[config.mk]
export PLATFORM = sky130hd
export DESIGN_NAME = sync_fifo_param
export DESIGN_NICKNAME = d
export VERILOG_FILES = /design/src/rtl/sync_fifo_param.sv
export SDC_FILE = /design/constraint.sdc
export NUM_CORES = 1
export LEC_CHECK = 0
export ABC_AREA = 1
export CAP_MARGIN = 30
export CORE_MARGIN = 4
export CORE_UTILIZATION = 30
export CTS_CLUSTER_SIZE = 20
export DETAILED_ROUTE_END_ITERATION = 12
export DONT_BUFFER_PORTS = 1
export PLACE_DENSITY = 0.47
export SKIP_CTS_REPAIR_TIMING = 1
export SLEW_MARGIN = 20
export SYNTH_ARGS = -nofsm -noshare
export SYNTH_HDL_FRONTEND = slang
export SYNTH_SLANG_ARGS = --single-unit
[constraint.sdc]
create_clock -name clk -period 2.6 [get_ports clk]
set_input_delay 0.13 -clock clk [delete_from_list [all_inputs] [get_ports clk]]
set_output_delay 0.13 -clock clk [all_outputs]
set_load 0.03 [all_outputs]
[src/rtl/sync_fifo_param.sv]
// Parametrised single-clock FIFO with optional first-word-fall-through,
// registered status flags, occupancy output and sticky error flags.
module sync_fifo_param #(
  parameter int DATA_WIDTH = 8,
  parameter int DEPTH      = 16,
  parameter int AF_THRESH  = DEPTH - 2,
  parameter int AE_THRESH  = 2,
  parameter bit FWFT       = 1'b0
) (
  input  logic                         clk,
  input  logic                         rst,
  input  logic                         we,
  input  logic [DATA_WIDTH-1:0]        w_data,
  input  logic                         re,
  output logic [DATA_WIDTH-1:0]        r_data,
  output logic                         r_valid,
  output logic [$clog2(DEPTH+1)-1:0]   count,
  output logic                         full,
  output logic                         empty,
  output logic                         almost_full,
  output logic                         almost_empty,
  output logic                         overrun,
  output logic                         underrun,
  input  logic                         clr_err
);

  localparam int AW = $clog2(DEPTH);
  localparam int CW = $clog2(DEPTH+1);

  localparam logic [CW-1:0] FULL_LVL = CW'(DEPTH);
  localparam logic [CW-1:0] AF_LVL   = CW'(AF_THRESH);
  localparam logic [CW-1:0] AE_LVL   = CW'(AE_THRESH);

  logic [DATA_WIDTH-1:0] mem [DEPTH];
  logic [AW-1:0]         wp;
  logic [AW-1:0]         rp;
  logic                  wr_ok;
  logic                  rd_ok;
  logic [CW-1:0]         count_nxt;

  // Accept logic: a pop at full frees the slot the simultaneous push needs.
  always_comb begin
    rd_ok     = re & ~empty;
    wr_ok     = we & (~full | rd_ok);
    count_nxt = count + CW'(wr_ok) - CW'(rd_ok);
  end

  // Storage array; deliberately not reset so it maps onto plain RAM/flops.
  always_ff @(posedge clk) begin
    if (rst && wr_ok) begin
      mem[wp] <= w_data;
    end
  end

  // Pointers, occupancy and status flags derived from the next count so the
  // flags are always consistent with the count register.
  always_ff @(posedge clk) begin
    if (!rst) begin
      wp           <= '0;
      rp           <= '0;
      count        <= '0;
      full         <= 1'b0;
      empty        <= 1'b1;
      almost_full  <= 1'b0;
      almost_empty <= 1'b1;
    end else begin
      if (wr_ok) wp <= wp + AW'(1);
      if (rd_ok) rp <= rp + AW'(1);
      count        <= count_nxt;
      full         <= (count_nxt == FULL_LVL);
      empty        <= (count_nxt == '0);
      almost_full  <= (count_nxt >= AF_LVL);
      almost_empty <= (count_nxt <= AE_LVL);
    end
  end

  // Sticky error flags; a new event in the clearing cycle keeps the flag set.
  always_ff @(posedge clk) begin
    if (!rst) begin
      overrun  <= 1'b0;
      underrun <= 1'b0;
    end else begin
      overrun  <= (overrun  & ~clr_err) | (we & full & ~rd_ok);
      underrun <= (underrun & ~clr_err) | (re & empty);
    end
  end

  generate
    if (FWFT) begin : g_fwft
      // Head of queue presented directly; forced to zero while nothing is
      // stored so stale RAM contents never appear on the output.
      always_comb begin
        r_valid = ~empty;
        r_data  = empty ? '0 : mem[rp];
      end
    end else begin : g_std
      // Registered read port: data lands one cycle after the accepted read.
      always_ff @(posedge clk) begin
        if (!rst) begin
          r_data  <= '0;
          r_valid <= 1'b0;
        end else begin
          r_valid <= rd_ok;
          if (rd_ok) r_data <= mem[rp];
        end
      end
    end
  endgenerate

endmodule

Word-level counts from Yosys, hierarchy flattened
Memory sizes are Yosys's and may differ from the RTL's. A register that Yosys moved wholly into a read port is not among the register bits.
Cells that the tools add are included.
Cells by class
  $add $sub $neg: 4
  $lt $le $gt $ge: 2
  equality and inequality tests: 1
  mux-type cells: 2
  bitwise logic cells: 14
  reductions and logical operators: 3
Operators with widths (number)
  $add A4 B1 Y4 const B: 2
  $and A1 B1 Y1: 7
  $add A5 B1 Y5: 1
  $eq A5 B5 Y1 const B: 1
  $ge A5 B4 Y1 const B: 1
  $le A5 B2 Y1 const B: 1
  $logic_not A5 Y1: 1
  $sub A5 B1 Y5: 1
  $not A1 Y1: 4
  $or A1 B1 Y1: 3
  $mux W1: 2
  $logic_and A1 B1 Y1: 1
  $logic_not A1 Y1: 1
Word-level totals
  flip-flop bits (word level): 20
  memory bits (writable): 128
  input bits: 13
  output and inout port bits: 20
  word-level logic and storage cells: 37
  memories: 1
Memory list
  mem: depth 16, bits a word 8, read ports 1, clocked after memory_dff 1, write ports 1, RTL line 34  | logic [DATA_WIDTH-1:0] mem [DEPTH];

Depth between registers and ports, before layout
Gate-level depths: netlist (run 1).
  depth in word-level cells: 7
  mapped depth: 15

Worst setup path before layout (run 1)
No wires, ideal clock.
  path kind: flip-flop to flip-flop
  start: register empty
  end: register almost_full
  setup time: 126 ps
  data arrival time: 2310 ps
  setup slack: 164 ps
  cell stages (with the launch flop): 14
  path buffers: 2
  clock period less this slack: 2436 ps
  cell sequence: dfxtp_1 -> nor2_2 -> buf_2 -> buf_2 -> ha_1 -> inv_1 -> ha_1 -> fa_1 -> nand3_1 -> nand2_1 -> xnor2_1 -> nor2_1 -> inv_2 -> o21ai_1
Between the ends
  word-level cells in the longest chain between the ends: 7
RTL lines
  start: declaration: RTL line 19  | output logic empty,
  start signal: assignment: RTL line 71  | empty <= (count_nxt == '0);
  $not A1 Y1 *: RTL line 43  | rd_ok = re & ~empty;
  $and A1 B1 Y1 *: RTL line 43
  via rd_ok: RTL line 38  | logic rd_ok;
  $or A1 B1 Y1: RTL line 44  | wr_ok = we & (~full | rd_ok);
  $and A1 B1 Y1: RTL line 44
  $add A5 B1 Y5: RTL line 45  | count_nxt = count + CW'(wr_ok) - CW'(rd_ok);
  $sub A5 B1 Y5 *: RTL line 45
  $ge A5 B4 Y1 *: RTL line 72  | almost_full <= (count_nxt >= AF_LVL);
  end signal: assignment: RTL line 72
  end: declaration: RTL line 20  | output logic almost_full,
Mark *: on every way through the listed nets, which the timed path passes. The rest lies on a longest branch.
A chain may end at the register's enable or synchronous reset.

Worst setup path after layout (run 1)
  start: register empty
  end: register empty
Between the ends
  word-level cells in the longest chain between the ends: 7
RTL lines (RTL line)
  $not A1 Y1 *: 43
  $and A1 B1 Y1 *: 43
  $or A1 B1 Y1: 44
  $and A1 B1 Y1: 44
  $add A5 B1 Y5: 45
  $sub A5 B1 Y5 *: 45
  $logic_not A5 Y1 *: 71
Every way passes the cells marked *; elsewhere a longest branch is shown, timed or not.

==> impl_summary.txt, run 1 <==
----------------------------------------------------
[Status]
  Outcome ... completed

[Power and ir drop]
  Power per unit of standard cell area ... 915 nW/µm²
  Combinational share of power ... 0.202
  Cell internal power dissipation ... roughly 4700 µW
  Net Switching ... ~2100 µW
  Largest voltage drop on the vdd net ... 0.448 mV
  Leakage power ... 0.00278 µW
  Sequential group share of total power ... 0.458
  Net Sw Frac ... 0.313
  Power share of the clock group ... 0.340

[Floorplanning]
  Number of placement rows ... 53
  Top-level I/O count ... 33
  Initial Utilization ... 0.307
  Die Height ... 155 µm
  Die Area ... around 24000 µm²
  Core Box Area ... roughly 21000 µm²
  Die width ... 155 µm

[STA]
  RSZ-0062 raised after global routing ... false
  Fin crit share ... 0.901
  Clock period minus worst slack ... 2.34 ns
  Count of endpoints failing setup in the final report ... 0
  Final count of pins violating max slew ... 0
  Worst rel slew slack ... 0.503
  Transition time at the pin with the least slew margin ... between 0.7 and 0.8 ns
  Final-report hold violation count ... 0
  Final sum of negative setup slack ... 0 ns
  Final Hold Slack ... 0.248 ns
  Worst-case clock skew ... between 0.007 and 0.008 ns
  Maximum operating frequency ... around 430 MHz

[Global route]
  Met3 Track Usage GR ... 0.0256
  Met1 global-route usage ... 0.173
  Global-route wire length before repair ... between 20000 and 25000 µm
  Vias in the first global route ... 4100
  Most used routing layer in global routing ... met2
  Maximum number of pins on one net before global-route repair ... 67
  Overflow after GRT ... 0
  Initial antenna violation count ... 2
  Met2 routing resource usage after global routing ... 0.212
  Overall routing resource usage ... 0.130

[Drt]
  Average wire per standard cell ... ~17 µm
  DRT Pass-1 Iters ... 4
  Drt drc ... 0
  Total wirelength of the detailed-routed design ... 15100 µm
  DR vias/cell ... about 4.6
  Remaining antenna violation count after routing ... 0
  DRC marker count from the first detailed-route iteration ... roughly 310
  Vias ... slightly above 4000

[Critical path]
  Delay contributed by the slowest stage of the critical path ... between 0.4 and 0.5 ns
  Cell-by-cell listing of the critical path ... nor2_2, inv_2, nand2_1, nand2_2, ha_1, inv_1, ha_1, fa_1, nand3_1, nand2_1, xnor2_1, nor2_1, a21oi_1
  Data required time at the worst endpoint ... about 2.9 ns
  Standard cell with the maximum stage delay on the critical path ... sky130_fd_sc_hd__fa_1
  Startpoint type of the worst setup path ... register
  Maximum fanout along the worst path ... 6
  Worst EP arrival ... about 2.6 ns
  Worst reg-to-reg path cell count ... 13
  Worst setup path class ... register to register
  Sort of element at the end of the critical path ... register

[Synthesis]
  Synthesized cell area ... around 6500 µm²
  Seq/Total Area, Yosys ... 0.681
  Top post-synthesis cells by area ... sky130_fd_sc_hd__edfxtp_1 59%, sky130_fd_sc_hd__nand2_1 11%, sky130_fd_sc_hd__nand3_1 8.8%, sky130_fd_sc_hd__dfxtp_1 8.7%, sky130_fd_sc_hd__nor2_1 2.4%
  Netlist cell types ... 20
  Post-Syn Area per Cell ... 10.8 µm²
  Gate count after technology mapping ... a little under 600
  Number of warnings issued by yosys ... 0
  Largest area contributor in the netlist ... sky130_fd_sc_hd__edfxtp_1
  Synthesized netlist net count ... 621
  Post-synthesis sequential element count ... ~160
  Area share of the largest cell type after synthesis ... 0.594

[Layout]
  Signed area change from the synthesized netlist to the final layout ... 15.1%
  Share of layout cells above drive strength 1 ... 0.0932
  Most used cells in the layout excluding fill and tap cells ... 188 x sky130_fd_sc_hd__nand2_1, 128 x sky130_fd_sc_hd__edfxtp_1, 114 x sky130_fd_sc_hd__nand3_1
  Most common library cell in the layout ignoring fill and taps ... sky130_fd_sc_hd__nand2_1
  Utilization of the core after routing ... 0.353
  Number of nets at the end of the flow ... between 600 and 700

[Clock network]
  Clock tree from TritonCTS ... yes
  Clock transition at the registers of the reported paths ... 0.06 ns
  Number of levels in the clock H-tree ... 4
  Clock root buffer ... sky130_fd_sc_hd__clkbuf_16
  Insertion delay to the later sink of the worst-skew pair ... 0.41 ns
  Worst-case clock buffer depth ... 2
  Num CTS Buffers ... 17
  Sink count of the clock tree ... roughly 160

[Placement]
  Post-detailed-placement half-perimeter wirelength ... about 9500 µm
  Port-buffer cells ... 0
  Gp weighted congestion ... roughly 0.74

[Hold path]
  HP Class ... input port to register
  Hold depth ... 2

[Job]
  Number of max-capacitance violations reported ... 0

----------------------------------------------------
## power groups by stage
stage          Combinational (µW)  Clock [µW]  Sequential, µW
2_1_floorplan                1050           0            3160
3_3_place_gp                 1310           0            3180
3_5_place_dp                 1340           0            3180
4_1_cts                      1350        2360            3130
5_1_grt                      1570        2470            3140
6_report                     1370        2320            3120
## kinds of logic (layout without fill, tap and decap cells)
family,count (synthesis),after routing,synth area share
adders and majority gates,11,11,0.0224
other,0,2,0
DFF,156,156,0.681
buffers and inverters,59,95,0.0509
xor gates and xnor gates,4,4,0.00542
and+or+nand+nor,350,350,0.227
AOI/OAI and AO/OA,17,17,0.0132
## state kept, by name, indices dropped and copies added (netlist names)
signal        cells
full              1
r_data            8
empty             1
overrun           1
almost_full       1
underrun          1
wp                4
r_valid           1
mem             128
almost_empty      1
rp                4
count             5
## cells in the mapped netlist
| cell | number |
|---|---|
| sky130_fd_sc_hd__dfxtp_1 | 28 |
| sky130_fd_sc_hd__nand2_1 | 188 |
| sky130_fd_sc_hd__buf_2 | 14 |
| sky130_fd_sc_hd__xnor2_1 | 3 |
| sky130_fd_sc_hd__nand2_2 | 2 |
| sky130_fd_sc_hd__fa_1 | 1 |
| sky130_fd_sc_hd__nor2_1 | 41 |
| sky130_fd_sc_hd__nor4_1 | 1 |
| sky130_fd_sc_hd__xor2_1 | 1 |
| sky130_fd_sc_hd__ha_1 | 10 |
| sky130_fd_sc_hd__buf_6 | 12 |
| sky130_fd_sc_hd__clkbuf_1 | 3 |
| sky130_fd_sc_hd__a21oi_1 | 12 |
| sky130_fd_sc_hd__o21ai_1 | 5 |
| sky130_fd_sc_hd__inv_1 | 22 |
| sky130_fd_sc_hd__nor3_1 | 2 |
| sky130_fd_sc_hd__inv_2 | 8 |
| sky130_fd_sc_hd__nand3_1 | 114 |
| sky130_fd_sc_hd__edfxtp_1 | 128 |
| sky130_fd_sc_hd__nor2_2 | 2 |
## per-layer routing
layer  up-vias  share of wire
li1       2075              -
met1      2013           0.47
met2        45           0.49
met3        17          0.027
met4         0          0.016
met5         -              0
## layout make-up
class,instances,area (µm²)
diodes,2,5.00
clock buffers,25,485
clock inverters,7,66.3
fillers,2147,13600
inverters,30,113
multi-input cells,382,1740
flip-flops and latches,156,4410
well taps,275,344
repair buffers,33,290
## worst paths after layout
check | from | end | slack, ns
worst max-delay path | empty$_SDFF_PN1_ | empty$_SDFF_PN1_ | 0.26
worst min-delay path | rst | mem[2][2]$_DFFE_PP_ | 0.25
worst max register to register | empty$_SDFF_PN1_ | empty$_SDFF_PN1_ | 0.26
worst min register to register | wp[2]$_SDFFE_PN0P_ | wp[2]$_SDFFE_PN0P_ | 0.56
## worst max-delay path: cells and delay by family, from the launching register on
family	cells	cell delay, ns
flip-flops	1	0.31
AND/OR/NAND/NOR	6	0.65
adder cells (fa/ha/maj)	3	0.91
buffers and inverters	2	0.11
AO/OA/AOI/OAI	1	0.07
XOR/XNOR	1	0.14
## metrics by stage
stage	worst slack [ns]	power [µW]	instances	cell area, µm²
detailed placement	0.254	4520	864	6770
global route	0.0690	7170	910	7450
finish	0.256	6810	910	7450
global placement	0.345	4490	864	6770
floorplan	0.164	4210	597	6470
CTS	0.244	6830	896	7320
No activity file was read; power rests on OpenSTA's default activity.
==> run 2: changes to the inputs <==
Settings changed: ABC_AREA 1 to not set.
==> run 2 against run 1 <==
Sequential power is essentially flat; total power shrank 0.14%; maximum frequency shrank 5.5%; via count shrank 20%; cell area grew 0.59%; synthesized area shrank 3.7%; clock-buffer cell count shrank 8; final cell count shrank 21%; wire length shrank 12%; global-route usage shrank 1.5 points; utilization grew 1.6 points; critical path type unchanged; largest power group unchanged; highest routed layer unchanged.
==> impl_summary.txt, run 2 <==
----------------------------------------------------
[Floorplanning]
  Top-level I/O count ... 33 (unchanged)
  Number of placement rows ... 52 (-1.9%)
  Die Height ... 152 µm (-1.8%)
  Core Box Area ... 20300 µm² (-3.7%)
  Die width ... 152 µm (-1.8%)
  Initial Utilization ... 0.307 (about the same)
  Die Area ... 23100 µm² (-3.5%)

[Clock network]
  Number of levels in the clock H-tree ... 4 (unchanged)
  Clock transition at the registers of the reported paths ... 0.06 ns (about the same)
  Clock root buffer ... sky130_fd_sc_hd__clkbuf_16
  Insertion delay to the later sink of the worst-skew pair ... 0.42 ns (about the same)
  Worst-case clock buffer depth ... 2 (unchanged)
  Num CTS Buffers ... 17 (unchanged)
  Clock tree from TritonCTS ... yes
  Sink count of the clock tree ... 156 (unchanged)

[Layout]
  Number of nets at the end of the flow ... 462 (-28%)
  Most common library cell in the layout ignoring fill and taps ... sky130_fd_sc_hd__edfxtp_1
  Storage cell area ... 4410 µm² (about the same)
  Diodes inserted ... 0 (-2)
  Most used cells in the layout excluding fill and tap cells ... 128 x sky130_fd_sc_hd__edfxtp_1, 59 x sky130_fd_sc_hd__mux2i_1, 29 x sky130_fd_sc_hd__a22oi_1
  Area used by multi-input combinational logic ... 1730 µm² (-0.22%)
  Signed area change from the synthesized netlist to the final layout ... 20.2%
  Largest register FFs ... 128 (unchanged)
  Register containing the most flip-flops in the final layout ... mem
  Share of layout cells above drive strength 1 ... 0.169 (+0.0757)
  Number of non-filler instances in the completed layout ... 720 (-21%)
  Fill cells ... 1970 (-8.2%)
  Registers with the most flip-flops ... mem: 128 flops, r_data: 8 flops, count: 5 flops

[Placement]
  Post-detailed-placement half-perimeter wirelength ... 8360 µm (-12%)
  Gp weighted congestion ... 0.693 (-6.3%)
  Port-buffer cells ... 0 (unchanged)
  Number of placed cells counting well taps ... 677 (-22%)

[Synthesis]
  Number of warnings issued by yosys ... 0 (unchanged)
  Synthesized cell area ... 6230 µm² (-3.7%)
  Adder-cell area share of the yosys netlist ... 0.0233 (+0.000865)
  Compound-gate portion of the synthesized area ... 0.0532 (+0.0401)
  Dominant combinational cell family by area after synthesis ... multiplexers
  Top post-synthesis cells by area ... sky130_fd_sc_hd__edfxtp_1 62%, sky130_fd_sc_hd__mux2i_1 9.5%, sky130_fd_sc_hd__dfxtp_1 9.0%, sky130_fd_sc_hd__a22oi_1 3.5%, sky130_fd_sc_hd__ha_1 2.0%
  Xor/xnor cell area share of the yosys netlist ... 0.0141 (+0.00864)
  Most frequent cell after synthesis ... sky130_fd_sc_hd__edfxtp_1
  Number of enable flip-flop cells after synthesis ... 128 (unchanged)
  Post-Syn Area per Cell ... 15.6 µm² (+44%)
  Synthesized netlist net count ... 423 (-32%)
  Post-synthesis async set-or-reset flop share ... 0 (unchanged)
  Netlist cell types ... 42 (+110%)
  Post-synthesis sequential element count ... 156 (unchanged)
  Commonest register cell after synthesis ... sky130_fd_sc_hd__edfxtp_1
  List of most frequent post-synthesis cells ... 128 x sky130_fd_sc_hd__edfxtp_1, 59 x sky130_fd_sc_hd__mux2i_1, 29 x sky130_fd_sc_hd__a22oi_1, 28 x sky130_fd_sc_hd__dfxtp_1, 22 x sky130_fd_sc_hd__nand3_1
  Seq/Total Area, Yosys ... 0.707 (+0.0262)
  Gate count after technology mapping ... 399 (-33%)
  Share of synthesized area spent on multiplexers ... 0.109 (+0.109)
  Area share of the largest cell type after synthesis ... 0.617 (+0.0229)
  Area share of and/or/nand/nor cells after synthesis ... 0.0709 (-0.157)
  Largest area contributor in the netlist ... sky130_fd_sc_hd__edfxtp_1

[Critical path]
  Cell-by-cell listing of the critical path ... nand2b_4, a21boi_4, inv_1, ha_1, inv_1, ha_2, fa_2, xor2_2, or3_4, nor4bb_2
  Data required time at the worst endpoint ... 2.93 ns (+0.05 ns)
  Delay contributed by the slowest stage of the critical path ... 0.40 ns (about the same)
  Maximum fanout along the worst path ... 4 (-2)
  Most frequent cell on the critical path ... sky130_fd_sc_hd__inv_1
  Sort of element at the end of the critical path ... register
  Buffer and inverter count on the worst path ... 2 (unchanged)
  Worst EP arrival ... 2.81 ns (+0.18 ns)
  Top delay family on crit path ... adder cells
  Standard cell with the maximum stage delay on the critical path ... sky130_fd_sc_hd__or3_4
  Worst setup path class ... register to register
  Startpoint type of the worst setup path ... register

[Power and ir drop]
  Largest voltage drop on the vdd net ... 0.794 mV (+77%)
  Leakage power ... 0.00244 µW (-12%)
  Power per unit of standard cell area ... 908 nW/µm² (-0.72%)

[STA]
  Final Hold Slack ... 0.0166 ns (-0.231 ns)
  Final count of pins violating max slew ... 0 (unchanged)
  Maximum operating frequency ... 403 MHz (-5.5%)
  Fin crit share ... 0.953 (+0.0521)
  Final-report hold violation count ... 0 (unchanged)
  Worst rel slew slack ... 0.521 (+0.0177)
  Clock period minus worst slack ... 2.48 ns (+0.135 ns)
  Transition time at the pin with the least slew margin ... 0.716 ns (-0.0287 ns)
  Count of endpoints failing setup in the final report ... 0 (unchanged)
  RSZ-0062 raised after global routing ... false
  Final sum of negative setup slack ... 0 ns (unchanged)
  Worst-case clock skew ... 0.00759 ns (+0.000455 ns)

[Global route]
  Global-route wire length before repair ... 20400 µm (-13%)
  Vias in the first global route ... 3416 (-17%)
  Overall routing resource usage ... 0.116 (-0.0146)
  Initial antenna violation count ... 0 (-2)
  Overflow after GRT ... 0 (unchanged)
  Maximum number of pins on one net before global-route repair ... 39 (-42%)

[Drt]
  DRT Pass-1 Iters ... 4 (unchanged)
  Remaining antenna violation count after routing ... 0 (unchanged)
  Vias ... 3308 (-20%)
  Drt drc ... 0 (unchanged)
  Average wire per standard cell ... 18.4 µm (+11%)
  DRC marker count from the first detailed-route iteration ... 173 (-44%)
  DR vias/cell ... 4.59 (+0.75%)
  Total wirelength of the detailed-routed design ... 13200 µm (-12%)

[Status]
  Outcome ... completed

[Job]
  Number of max-capacitance violations reported ... 0 (unchanged)

[Hold path]
  HP Class ... input port to register

----------------------------------------------------
[run 2: cell count changes in the layout (fill, tap and decap cells not counted), sizes merged, moves of 14 or more]
cell   previous run  this run
and2              0        14
a22oi             0        29
nand3           114        22
nor2             43        17
mux2i             0        59
nand2           190        17
[run 2: per-stage QoR]
stage          utilization  setup WS (ns)  area [µm²]  total power [µW]
2_1_floorplan            -         0.0166        6240              3810
3_3_place_gp         0.330          0.112        6700              4040
3_5_place_dp         0.330         0.0797        6700              4060
4_1_cts              0.361         0.0575        7330              6740
5_1_grt              0.369        0.00361        7490              7120
6_report             0.369          0.121        7490              6800
[run 2: final timing paths]
path                           start                 end  slack [ns]  depth (start not counted)
setup / recovery    empty$_SDFF_PN1_     full$_SDFF_PN0_        0.12                         10
hold reg to reg   wp[1]$_SDFFE_PN0P_  wp[1]$_SDFFE_PN0P_        0.60                          2
setup reg to reg    empty$_SDFF_PN1_     full$_SDFF_PN0_        0.12                         10
hold / removal                    re  overrun$_SDFF_PN0_        0.02                          3
[run 2: final cells by class]
class | instances | area share
sequential | 156 | 0.589
multi-input combinational | 213 | 0.231
clock buffer | 17 | 0.0568
tap | 270 | 0.0451
timing repair buffer | 39 | 0.0448
clock inverter | 14 | 0.0277
inverter | 11 | 0.00551
[run 2: kinds of logic (layout without fill, tap and decap cells)]
family | Yosys count | count (layout)
compound gates | 43 | 43
xor+xnor | 10 | 10
fa+ha+maj | 11 | 11
buf+inv | 30 | 81
flops | 156 | 156
mux | 63 | 63
simple gates | 86 | 86
[run 2: report_power, final]
part           switching [µW]  leakage (µW)  internal, µW
Sequential                269       0.00138          2840
Clock                    1040      0.000309          1630
Combinational             551      0.000746           475
Total                    1860       0.00244          4950
[run 2: worst register-to-register path, delay by kind of cell (launching register included)]
family / cells / cell delay, ns
AOI/OAI and AO/OA: 1 / 0.13
xor gates and xnor gates: 1 / 0.21
adders and majority gates: 3 / 0.82
buffers and inverters: 2 / 0.10
DFF: 1 / 0.32
and+or+nand+nor: 3 / 0.81
[run 2: metal layers]
| layer | GRT usage | vias to the layer above | wire length, µm |
|---|---|---|---|
| li1 | - | 1597 | - |
| met1 | 0.147 | 1647 | 5930 |
| met2 | 0.185 | 55 | 6480 |
| met3 | 0.0486 | 9 | 731 |
| met4 | 0.0283 | 0 | 92 |
| met5 | 0 | - | 0 |
==> run 3: changes to the inputs <==
Settings changed: CORE_ASPECT_RATIO set to 1.5, CORE_MARGIN 4 to not set.
==> run 3 against run 2 <==
Clock skew is 0.0013 ns lower; largest cell class unchanged; critical path type unchanged; via count increased by 2.7%; maximum frequency is 0.34% lower; largest power group unchanged.
==> impl_summary.txt, run 3 (synthesis results as in run 2) <==
----------------------------------------------------
[Hold path]
  HP Class ... input port to register

[Critical path]
  Worst setup path class ... register to register
  Data required time at the worst endpoint ... 2.94 ns (about the same)
  Worst EP arrival ... 2.82 ns (about the same)
  Maximum fanout along the worst path ... 4 (unchanged)
  Sort of element at the end of the critical path ... register
  Startpoint type of the worst setup path ... register

[Power and ir drop]
  Sequential group share of total power ... 0.467 (+0.010)
  Largest voltage drop on the vdd net ... 0.572 mV (-28%)
  Power per unit of standard cell area ... 890 nW/µm² (-1.9%)
  Power share of the clock group ... 0.384 (-0.008)
  Total power of the final layout ... 6630 µW (-2.5%)
  Net Sw Frac ... 0.276 (+0.00277)
  Cell internal power dissipation ... 4810 µW (-2.8%)
  Leakage power ... 0.00242 µW (-0.60%)
  Net Switching ... 1830 µW (-1.5%)
  Combinational share of power ... 0.150 (about the same)

[Floorplanning]
  Core Box Area ... 20300 µm² (+0.20%)
  Die Height ... 178 µm (+17%)
  Top-level I/O count ... 33 (unchanged)
  Die Area ... 21400 µm² (-7.7%)
  Die width ... 120 µm (-21%)
  Initial Utilization ... 0.306 (-0.000604)
  Number of placement rows ... 64 (+23%)

[Layout]
  Number of nets at the end of the flow ... 464 (+0.43%)
  Register containing the most flip-flops in the final layout ... mem
  Signed area change from the synthesized netlist to the final layout ... 19.6%
  Diodes inserted ... 0 (unchanged)
  Most common library cell in the layout ignoring fill and taps ... sky130_fd_sc_hd__edfxtp_1
  Largest register FFs ... 128 (unchanged)
  Most used cells in the layout excluding fill and tap cells ... 128 x sky130_fd_sc_hd__edfxtp_1, 59 x sky130_fd_sc_hd__mux2i_1, 29 x sky130_fd_sc_hd__a22oi_1
  Share of layout cells above drive strength 1 ... 0.163 (-0.00553)
  Registers with the most flip-flops ... mem: 128 flops, r_data: 8 flops, count: 5 flops

[Clock network]
  Clock transition at the registers of the reported paths ... 0.06 ns (about the same)
  Sink count of the clock tree ... 156 (unchanged)
  Number of levels in the clock H-tree ... 4 (unchanged)
  Clock root buffer ... sky130_fd_sc_hd__clkbuf_16
  Worst-case clock buffer depth ... 2 (unchanged)
  Num CTS Buffers ... 17 (unchanged)
  Clock tree from TritonCTS ... yes
  Insertion delay to the later sink of the worst-skew pair ... 0.42 ns (about the same)

[STA]
  Count of endpoints failing setup in the final report ... 0 (unchanged)
  Clock period minus worst slack ... 2.49 ns (+0.00839 ns)
  Maximum operating frequency ... 402 MHz (-0.34%)
  Worst rel slew slack ... 0.475 (-0.0454)
  Final sum of negative setup slack ... 0 ns (unchanged)
  RSZ-0062 raised after global routing ... false
  Final-report hold violation count ... 0 (unchanged)
  Final count of pins violating max slew ... 0 (unchanged)
  Transition time at the pin with the least slew margin ... 0.784 ns (+0.0677 ns)
  Worst-case clock skew ... 0.00633 ns (-0.00126 ns)
  Fin crit share ... 0.957 (+0.00323)

[Placement]
  Post-detailed-placement half-perimeter wirelength ... 9200 µm (+10%)
  Gp weighted congestion ... 0.692 (-0.14%)
  Port-buffer cells ... 0 (unchanged)

[Global route]
  Vias in the first global route ... 3490 (+2.2%)
  Global-route wire length before repair ... 20600 µm (+0.95%)
  Overall routing resource usage ... 0.136 (+0.0204)
  Overflow after GRT ... 0 (unchanged)
  Maximum number of pins on one net before global-route repair ... 34 (-13%)
  Initial antenna violation count ... 0 (unchanged)

[Drt]
  Total wirelength of the detailed-routed design ... 13600 µm (+2.4%)
  Remaining antenna violation count after routing ... 0 (unchanged)
  DRT Pass-1 Iters ... 4 (unchanged)
  Average wire per standard cell ... 18.9 µm (+2.8%)
  DRC marker count from the first detailed-route iteration ... 197 (+14%)
  Vias ... 3396 (+2.7%)
  DR vias/cell ... 4.74 (+3.1%)
  Drt drc ... 0 (unchanged)

[Job]
  Number of max-capacitance violations reported ... 0 (unchanged)

[Status]
  Outcome ... completed

----------------------------------------------------
==> run 3: changes by cell type in the layout (fill, tap and decap cells not counted), sizes merged <==
cell      previous run  this run
clkinvlp             1         3
buf                 27        29
inv                 18        17
bufinv               4         3
clkinv               2         3
==> run 3: power groups by stage <==
stage | clock network [µW] | registers [µW] | logic (µW)
after global placement | 0 | 3150 | 900
after floorplan | 0 | 3130 | 682
final | 2540 | 3100 | 993
after global routing | 2710 | 3120 | 1090
after detailed placement | 0 | 3160 | 925
after CTS | 2600 | 3100 | 927
==> run 3: worst max-delay path: stages (launching register included) <==
cell	delay, ns
sky130_fd_sc_hd__dfxtp_2	0.32
sky130_fd_sc_hd__nand2b_2	0.22
sky130_fd_sc_hd__a21boi_4	0.14
sky130_fd_sc_hd__inv_1	0.05
sky130_fd_sc_hd__ha_1	0.26
sky130_fd_sc_hd__inv_1	0.03
sky130_fd_sc_hd__ha_1	0.20
sky130_fd_sc_hd__fa_2	0.35
sky130_fd_sc_hd__xor2_1	0.20
sky130_fd_sc_hd__or3_1	0.36
sky130_fd_sc_hd__nor4bb_1	0.25
==> run 3: metrics by stage <==
stage / std cells / instance area, µm² / utilization / setup WS, ns / hold slack [ns]
after floorplan: 399 / 6240 / - / 0.0166 / 0.229
after global placement: 673 / 6700 / 0.330 / 0.106 / 0.206
after detailed placement: 673 / 6700 / 0.330 / 0.0779 / 0.206
after CTS: 705 / 7320 / 0.360 / 0.0598 / -0.240
after global routing: 717 / 7450 / 0.366 / 0.0113 / 0.0404
final: 717 / 7450 / 0.366 / 0.113 / 0.0293
==> run 3: path summary, 6_finish.rpt <==
kind	from	to	slack (ns)	depth (start not counted)
max	empty$_SDFF_PN1_	full$_SDFF_PN0_	0.11	10
min	we	wp[3]$_SDFFE_PN0P_	0.03	3
max reg2reg	empty$_SDFF_PN1_	full$_SDFF_PN0_	0.11	10
min reg2reg	wp[1]$_SDFFE_PN0P_	wp[1]$_SDFFE_PN0P_	0.58	2
==> run 3: routing by layer <==
layer,vias to the layer above,GRT usage,wire length (µm)
met5,-,0,0
met4,0,0.0646,331
met3,19,0.0364,515
met2,75,0.242,7320
met1,1709,0.150,5390
li1,1593,-,-
==> run 3: area by class of cell <==
cell class	instances	area, µm²
flip-flops and latches	156	4410
fillers	1954	12900
clock inverters	15	186
clock buffers	17	425
inverters	11	41.3
multi-input cells	213	1710
repair buffers	41	350
well taps	264	330
